$ cat src/rtl/modulo_contador_sync_7_bits_ascendente.sv
// modulo_contador_sync_7_bits_ascendente
// Synchronous 7-bit up-counter with parallel load, count enable, programmable
// terminal value and a three-state control FSM (IDLE / COUNT / DONE).
// Optional feature macro: CONTADOR_ASC_AUTO_RECARGA_EN
//   defined   -> on terminal count, q reloads from carga and keeps counting
//   undefined -> on terminal count, the FSM parks in DONE with q at limite
module modulo_contador_sync_7_bits_ascendente (
    input  logic       clk,
    input  logic       rst,
    input  logic       load,
    input  logic       en,
    input  logic [6:0] e,
    input  logic [6:0] limite,
    output logic [6:0] q,
    output logic [6:0] q_bar,
    output logic       busy,
    output logic       done,
    output logic       tc
);

    typedef enum logic [1:0] {
        IDLE  = 2'd0,
        COUNT = 2'd1,
        DONE  = 2'd2
    } state_t;

    state_t     state;
    state_t     state_nxt;
    logic [6:0] q_nxt;
    logic [6:0] carga;
    logic [6:0] carga_nxt;
    logic       tc_nxt;
    logic       at_limit;

    // limite is compared live every cycle, so a mid-count change takes effect at once
    assign at_limit = (q == limite);

    // State, count, reload value and tc pulse register; rst beats everything
    always_ff @(posedge clk) begin
        // NOTE: non-blocking assignments keep every register sampling the
        // pre-edge values, so ordering between these lines does not matter.
        if (rst) begin
            state <= IDLE;
            q     <= 7'd0;
            carga <= 7'd0;
            tc    <= 1'b0;
        end else begin
            state <= state_nxt;
            q     <= q_nxt;
            carga <= carga_nxt;
            tc    <= tc_nxt;
        end
    end

    // Next-state logic: load overrides the FSM; otherwise IDLE/COUNT step on en
    always_comb begin
        // NOTE: every output of this block gets a hold/default value first so
        // no path through the case statement can infer a latch.
        state_nxt = state;
        q_nxt     = q;
        carga_nxt = carga;
        tc_nxt    = 1'b0;

        if (load) begin
            q_nxt     = e;
            carga_nxt = e;
            state_nxt = IDLE;
        end else begin
            case (state)
                IDLE, COUNT: begin
                    if (en) begin
                        if (at_limit) begin
                            tc_nxt = 1'b1;
`ifdef CONTADOR_ASC_AUTO_RECARGA_EN
                            // Continuous mode: restart from the loaded value
                            q_nxt     = carga;
                            state_nxt = COUNT;
`else
                            // One-shot mode: q already equals limite, just park
                            state_nxt = DONE;
`endif
                        end else begin
                            // Modulo-128 step; 127 wraps naturally to 0
                            q_nxt     = q + 7'd1;
                            state_nxt = COUNT;
                        end
                    end
                end
                DONE: begin
                    // Terminal: only load or rst leave this state
                    state_nxt = DONE;
                end
                default: begin
                    state_nxt = IDLE;
                end
            endcase
        end
    end

    // Outputs decoded from registered state, so they move together with q
    assign q_bar = ~q;
    assign busy  = (state == COUNT);
    assign done  = (state == DONE);

endmodule

$ cat config.mk
export PLATFORM = sky130hd
export DESIGN_NAME = modulo_contador_sync_7_bits_ascendente
export DESIGN_NICKNAME = d
export VERILOG_FILES = /design/src/rtl/modulo_contador_sync_7_bits_ascendente.sv
export SDC_FILE = /design/constraint.sdc
export NUM_CORES = 1
export LEC_CHECK = 0
export ABC_CLOCK_PERIOD_IN_PS = 2100
export CAP_MARGIN = 20
export CORE_MARGIN = 2
export CORE_UTILIZATION = 35
export DETAILED_ROUTE_END_ITERATION = 10
export PLACE_DENSITY = 0.71
export SETUP_SLACK_MARGIN = 0.02
export SLEW_MARGIN = 0
export SYNTH_ARGS = -nofsm -noshare
export SYNTH_HDL_FRONTEND = slang
export SYNTH_SLANG_ARGS = --single-unit
export TNS_END_PERCENT = 1
$ cat constraint.sdc
create_clock -name clk -period 2.1 [get_ports clk]
set_input_delay 0.21 -clock clk [delete_from_list [all_inputs] [get_ports clk]]
set_output_delay 0.21 -clock clk [all_outputs]
set_load 0.01 [all_outputs]
==> results.sh, run 1 <==
export IMPL_placed_cell_area_um2=1110
export IMPL_final_nets=151
export IMPL_internal_power_mw=0.365
export IMPL_min_delay_path_depth=2
export IMPL_diodes=0
export IMPL_status="finished clean"
export IMPL_path_cells="xnor2_1 -> and4_1 -> a2111oi_0 -> a2111oi_0"
export IMPL_synth_top_cell_area_share=0.275
export IMPL_mostFrequentLayoutCells="clkdlybuf4s50_1 (34), nor2_1 (13), inv_1 (10), dfxtp_1 (10), buf_4 (5)"
export IMPL_stdcell_area_um2=1130
export IMPL_portBuffers=34
export IMPL_vias_per_cell=5.41
export IMPL_placedCellCount=154
export IMPL_critPathKind="register to register"
export IMPL_wl_per_cell_um=12.7
export IMPL_cp_start_kind="register"
export IMPL_place_gp_congestion=0.770
export IMPL_crit_path_frequent_cell="a2111oi_0"
export IMPL_totalNegativeSetupSlack_ps=0
export IMPL_slowest_stage="dfxtp_1"
export IMPL_ctsResizeCount=0
export IMPL_hold_path_startpoint="state[0]"
export IMPL_rsz0062_at_grt="false"
export IMPL_grtUsageTotal=0.173
export IMPL_p_sw_frac=0.300
export IMPL_cts_made_buffers=3
export IMPL_drive_gt1_frac=0.0846
export IMPL_dr_total_vias=849
export IMPL_postCtsHoldBufs=0
export IMPL_power_switching_mw=0.157
export IMPL_drt_met1_wl_um=898
export IMPL_fin_cells=157
export IMPL_met3WireLength_um=149
export IMPL_ir_drop_v=0.000310
export IMPL_yosysTopAreaCell="dfxtp_1"
export IMPL_cpPeakStageDelay_ps=480
export IMPL_max_cap_violations=0
export IMPL_setup_violations=0
export IMPL_rr_worst_depth=4
export IMPL_finalWirelength_um=2000
export IMPL_synth_area_um2=728
export IMPL_h_tree_depth=1
export IMPL_multi_input_area_um2=458
export IMPL_cts_tree="yes"
export IMPL_wl_met2_um=921
export IMPL_final_hold_violation_count=0
export IMPL_grt_max_degree=12
export IMPL_area_growth_syn_to_layout_pct=55.2
export IMPL_seqCellArea_um2=200
export IMPL_fillers=206
export IMPL_clk_pin_slew_ps=60
export IMPL_tightest_slew_ps=442
export IMPL_ys_seq_area_frac=0.275
export IMPL_initialDrtViolationCount=12
export IMPL_rows=16
export IMPL_post_route_period_util=0.815
export IMPL_clkPwrFrac=0.248
export IMPL_cts_root_buf="clkbuf_4"
export IMPL_fmax_mhz=585
export IMPL_worstReg2RegStart="q[3]"
export IMPL_min_to="state[0]"
export IMPL_drcViolationCount=0
export IMPL_maxSlewViolCount=0
export IMPL_avgSynthCellArea_um2=7.75
export IMPL_arrival_ps=1850
export IMPL_combPwrFrac=0.337
export IMPL_powerDensity_nw_per_um2=462
export IMPL_start_util=0.371
export IMPL_cts_sinks=10
export IMPL_drtAntennaViolNets=0
export IMPL_postSynthCellCount=94
export IMPL_hpwl_um=1540
export IMPL_crit_required_ps=2240
export IMPL_fin_skew_ps=4.78
export IMPL_p_seq_frac=0.415
export IMPL_p_leak_nw=0.420
export IMPL_io_pins=35
export IMPL_finalPower_mw=0.521
export IMPL_core_area_um2=1960
export IMPL_yosysWarnings=0
export IMPL_rr_endpoint="q[2]"
export IMPL_antenna_found_initial=0
export IMPL_finalCriticalPeriod_ps=1710
export IMPL_cts_max_path_buffers=2
export IMPL_cts_setup_buffers=0
export IMPL_relSlewSlack=0.704
export IMPL_fp_dieH_um=49.6
export IMPL_crit_fanout=8
export IMPL_synth_nets=113
export IMPL_final_common_cell="clkdlybuf4s50_1"
export IMPL_die_area_um2=2460
export IMPL_grt_pass1_wl_um=3350
export IMPL_crit_path_end_kind="register"
export IMPL_r2r_slack_ps=390
export IMPL_overflow=0
export IMPL_first_pass_iters=4
export IMPL_die_w_um=49.6
export IMPL_top_layer="met4"
export IMPL_synth_seq_cells=10
export IMPL_synth_area_leaders="dfxtp_1 (27%), nor2_1 (6.7%), inv_1 (5.2%), a2111oi_0 (4.8%), xnor2_1 (4.8%)"
export IMPL_clk_insertion_delay_late_ps=260
export IMPL_grt_pass1_vias=796
export IMPL_synthDistinctLibCells=33
export IMPL_hp_class="register to register"
==> synth_stat cells (all sizes together) <==
cell type	count
o31ai	1
a31oi	2
or3	3
xnor2	4
and4	1
o21ai	3
xor2	3
nor3	5
nor2b	4
a21oi	1
dfxtp	10
clkbuf	3
and3	1
nand3	3
nor2	13
nand2b	1
nor4	1
inv	10
a21o	2
a211oi	3
ha	1
a2111oi	6
nand4	2
nand4b	1
buf	3
a22oi	1
nand2	2
o2111a	2
a211o	1
o2111ai	1
==> worst max-delay path: cells and delay by family, from the launching register on <==
kind | cells | cell delay, ps
AO/OA/AOI/OAI | 2 | 540
XOR/XNOR | 1 | 180
flip-flops | 1 | 480
AND/OR/NAND/NOR | 1 | 390
==> power groups by stage <==
stage	logic, mW	clock network [mW]	registers [mW]
final	0.176	0.130	0.216
after global routing	0.191	0.142	0.219
after CTS	0.177	0.134	0.216
after detailed placement	0.175	0	0.221
after global placement	0.173	0	0.221
after floorplan	0.0805	0	0.222
==> layout make-up <==
cell class / count / area share
Tap cell: 27 / 0.0299
Inverter: 10 / 0.0332
Clock buffer: 3 / 0.0199
Timing Repair Buffer: 39 / 0.334
Sequential cell: 10 / 0.177
Multi-Input combinational cell: 68 / 0.405
==> through the flow <==
stage,worst slack (ps),hold slack (ps),util
after floorplan,374,351,-
after global placement,169,505,0.564
after detailed placement,139,509,0.564
after CTS,348,519,0.576
final,389,513,0.576
after global routing,221,536,0.576
==> layer usage <==
| metal | up-vias | global-route usage |
|---|---|---|
| met1 | 401 | 0.210 |
| met4 | 0 | 0.0926 |
| met3 | 4 | 0.0424 |
| met5 | - | 0 |
| met2 | 31 | 0.280 |
| li1 | 413 | - |
==> cell families after synthesis <==
logic type / count (synthesis) / share of synthesized area
buf+inv: 16 / 0.0962
compound gates: 23 / 0.261
fa+ha+maj: 1 / 0.0172
xor+xnor: 7 / 0.0842
simple gates: 37 / 0.266
flops: 10 / 0.275
==> worst max-delay path by stage <==
stage	slack, ps	start	cells after the start	endpoint
after floorplan	370	q[2]	5	q[6]
after global placement	170	limite[2]	5	q[5]
after detailed placement	140	limite[2]	5	q[6]
after CTS	350	q[3]	4	q[2]
after global routing	220	q[3]	4	q[4]
final	390	q[3]	4	q[2]
==> state kept, by name, summed over array words and instances, names as in the netlist <==
name	flops
tc	1
q	7
state	2
No activity file was read; power rests on OpenSTA's default activity.
==> inputs of run 2 (changes only) <==
--- a/config.mk
+++ b/config.mk
@@ -5,12 +5,12 @@
 export SDC_FILE = /design/constraint.sdc
 export NUM_CORES = 1
 export LEC_CHECK = 0
-export ABC_CLOCK_PERIOD_IN_PS = 2100
+export ABC_CLOCK_PERIOD_IN_PS = 1400
 export CAP_MARGIN = 20
 export CORE_MARGIN = 2
 export CORE_UTILIZATION = 35
 export DETAILED_ROUTE_END_ITERATION = 10
-export PLACE_DENSITY = 0.71
+export PLACE_DENSITY = 0.73
 export SETUP_SLACK_MARGIN = 0.02
 export SLEW_MARGIN = 0
 export SYNTH_ARGS = -nofsm -noshare
==> constraint.sdc (replaced) <==
create_clock -name clk -period 1.4 [get_ports clk]
set_input_delay 0.14 -clock clk [delete_from_list [all_inputs] [get_ports clk]]
set_output_delay 0.14 -clock clk [all_outputs]
set_load 0.01 [all_outputs]
==> run 2 against run 1 <==
Compared with the run above: the flow now finishes with violations (negative setup slack); sequential power up 48%; worst hold slack got worse by 83 ps; sequential share of layout area is 2.0 points lower; final cell count up 11%; utilization up 11 points.
==> results.sh, run 2 (synthesis gave the netlist of run 1 again) <==
export IMPL_p_leak_nw=0.559
export IMPL_cts_sinks=10
export IMPL_min_delay_path_depth=3
export IMPL_cp_startpoint="q[1]"
export IMPL_violations="negative setup slack"
export IMPL_max_cap_violations=0
export IMPL_setup_ws_ps=-128
export IMPL_die_area_um2=2460
export IMPL_h_tree_depth=1
export IMPL_rr_worst_depth=4
export IMPL_drcViolationCount=0
export IMPL_ir_drop_v=0.000454
export IMPL_slowest_stage="or3_4"
export IMPL_largestRegisters="q (7), state (2), tc (1)"
export IMPL_tightest_slew_ps=341
export IMPL_top_register="q"
export IMPL_cts_setup_buffers=0
export IMPL_fp_dieH_um=49.6
export IMPL_totalNegativeSetupSlack_ps=-353
export IMPL_dr_total_vias=945
export IMPL_largest_reg_flops=7
export IMPL_crit_fanout=6
export IMPL_overflow=0
export IMPL_cpPeakStageDelay_ps=410
export IMPL_grtUsageTotal=0.209
export IMPL_worstReg2RegStart="q[1]"
export IMPL_diodes=0
export IMPL_area_growth_syn_to_layout_pct=85.2
export IMPL_post_place_ws_ps=-432
export IMPL_clk_pin_slew_ps=70
export IMPL_r2r_slack_ps=-130
export IMPL_start_util=0.371
export IMPL_rsz0062_at_grt="true"
export IMPL_wl_per_cell_um=14.5
export IMPL_grt_max_degree=9
export IMPL_arrival_ps=1700
export IMPL_path_cells="xor2_2 -> or3_4 -> o2111a_1 -> a2111oi_2"
export IMPL_rows=16
export IMPL_fmax_mhz=654
export IMPL_place_gp_congestion=0.836
export IMPL_stdcell_area_um2=1350
export IMPL_crit_path_end_kind="register"
export IMPL_portBuffers=34
export IMPL_post_route_period_util=1.09
export IMPL_cts_max_path_buffers=2
export IMPL_drive_gt1_frac=0.327
export IMPL_fillers=179
export IMPL_vias_per_cell=5.43
export IMPL_cp_start_kind="register"
export IMPL_finalCriticalPeriod_ps=1530
export IMPL_powerDensity_nw_per_um2=662
export IMPL_final_hold_violation_count=0
export IMPL_critPathKind="register to register"
export IMPL_final_nets=167
export IMPL_core_area_um2=1960
export IMPL_hp_class="input pin to register"
export IMPL_initialDrtViolationCount=19
export IMPL_final_common_cell="buf_4"
export IMPL_hpwl_um=1810
export IMPL_cts_root_buf="clkbuf_4"
export IMPL_clk_insertion_delay_late_ps=280
export IMPL_relSlewSlack=0.772
export IMPL_grt_pass1_vias=930
export IMPL_grt_pass1_wl_um=4020
export IMPL_mostFrequentLayoutCells="buf_4 (19), dlygate4sd2_1 (18), clkdlybuf4s50_1 (16)"
export IMPL_crit_required_ps=1570
export IMPL_finalWirelength_um=2530
export IMPL_finalPower_mw=0.893
export IMPL_placedCellCount=170
export IMPL_placed_cell_area_um2=1240
export IMPL_hold_path_startpoint="e[2]"
export IMPL_fin_skew_ps=2.96
export IMPL_fin_util=0.688
export IMPL_antenna_found_initial=0
export IMPL_maxSlewViolCount=0
export IMPL_cts_made_buffers=3
export IMPL_fin_cells=174
export IMPL_status="finished, violations left"
export IMPL_setup_violations=5
export IMPL_die_w_um=49.6
export IMPL_cts_tree="yes"
export IMPL_first_pass_iters=4
export IMPL_io_pins=35
export IMPL_drtAntennaViolNets=0
export IMPL_timing_hold_ws_ps=429
[run 2: where the power goes]
group | internal [mW] | switching (mW) | leakage (nW)
clock network | 0.111 | 0.117 | 0.0150
registers | 0.303 | 0.0163 | 0.0851
logic | 0.183 | 0.163 | 0.459
[run 2: final timing paths]
| path | endpoint |
|---|---|
| max | q[6] |
| min | q[2] |
| max reg2reg | q[6] |
| min reg2reg | state[0] |
[run 2: layer usage]
metal,track usage,part of all wire
met5,0,0
met3,0.0455,0.078
met4,0.0926,0.033
met1,0.237,0.41
met2,0.369,0.48
[run 2: what timing repair did]
item / in CTS / in global routing
resized for setup: 26 / 17
pin swaps: 6 / 3
endpoints found under the setup margin: 25 / 10
hold buffers: 0 / 0
[run 2: final cells by class]
type / count / area [um2] / area share
Multi-Input combinational cell: 68 / 557 / 0.413
Timing Repair Buffer: 55 / 483 / 0.358
Sequential cell: 10 / 211 / 0.157
Inverter: 10 / 37.5 / 0.0278
Tap cell: 27 / 33.8 / 0.0250
Clock buffer: 4 / 26.3 / 0.0195
[run 2: worst max-delay path: cells and delay by family (launching register included)]
| family | cells | cell delay (ps) |
|---|---|---|
| XOR/XNOR | 1 | 190 |
| AND/OR/NAND/NOR | 1 | 410 |
| AO/OA/AOI/OAI | 2 | 470 |
| flip-flops | 1 | 340 |
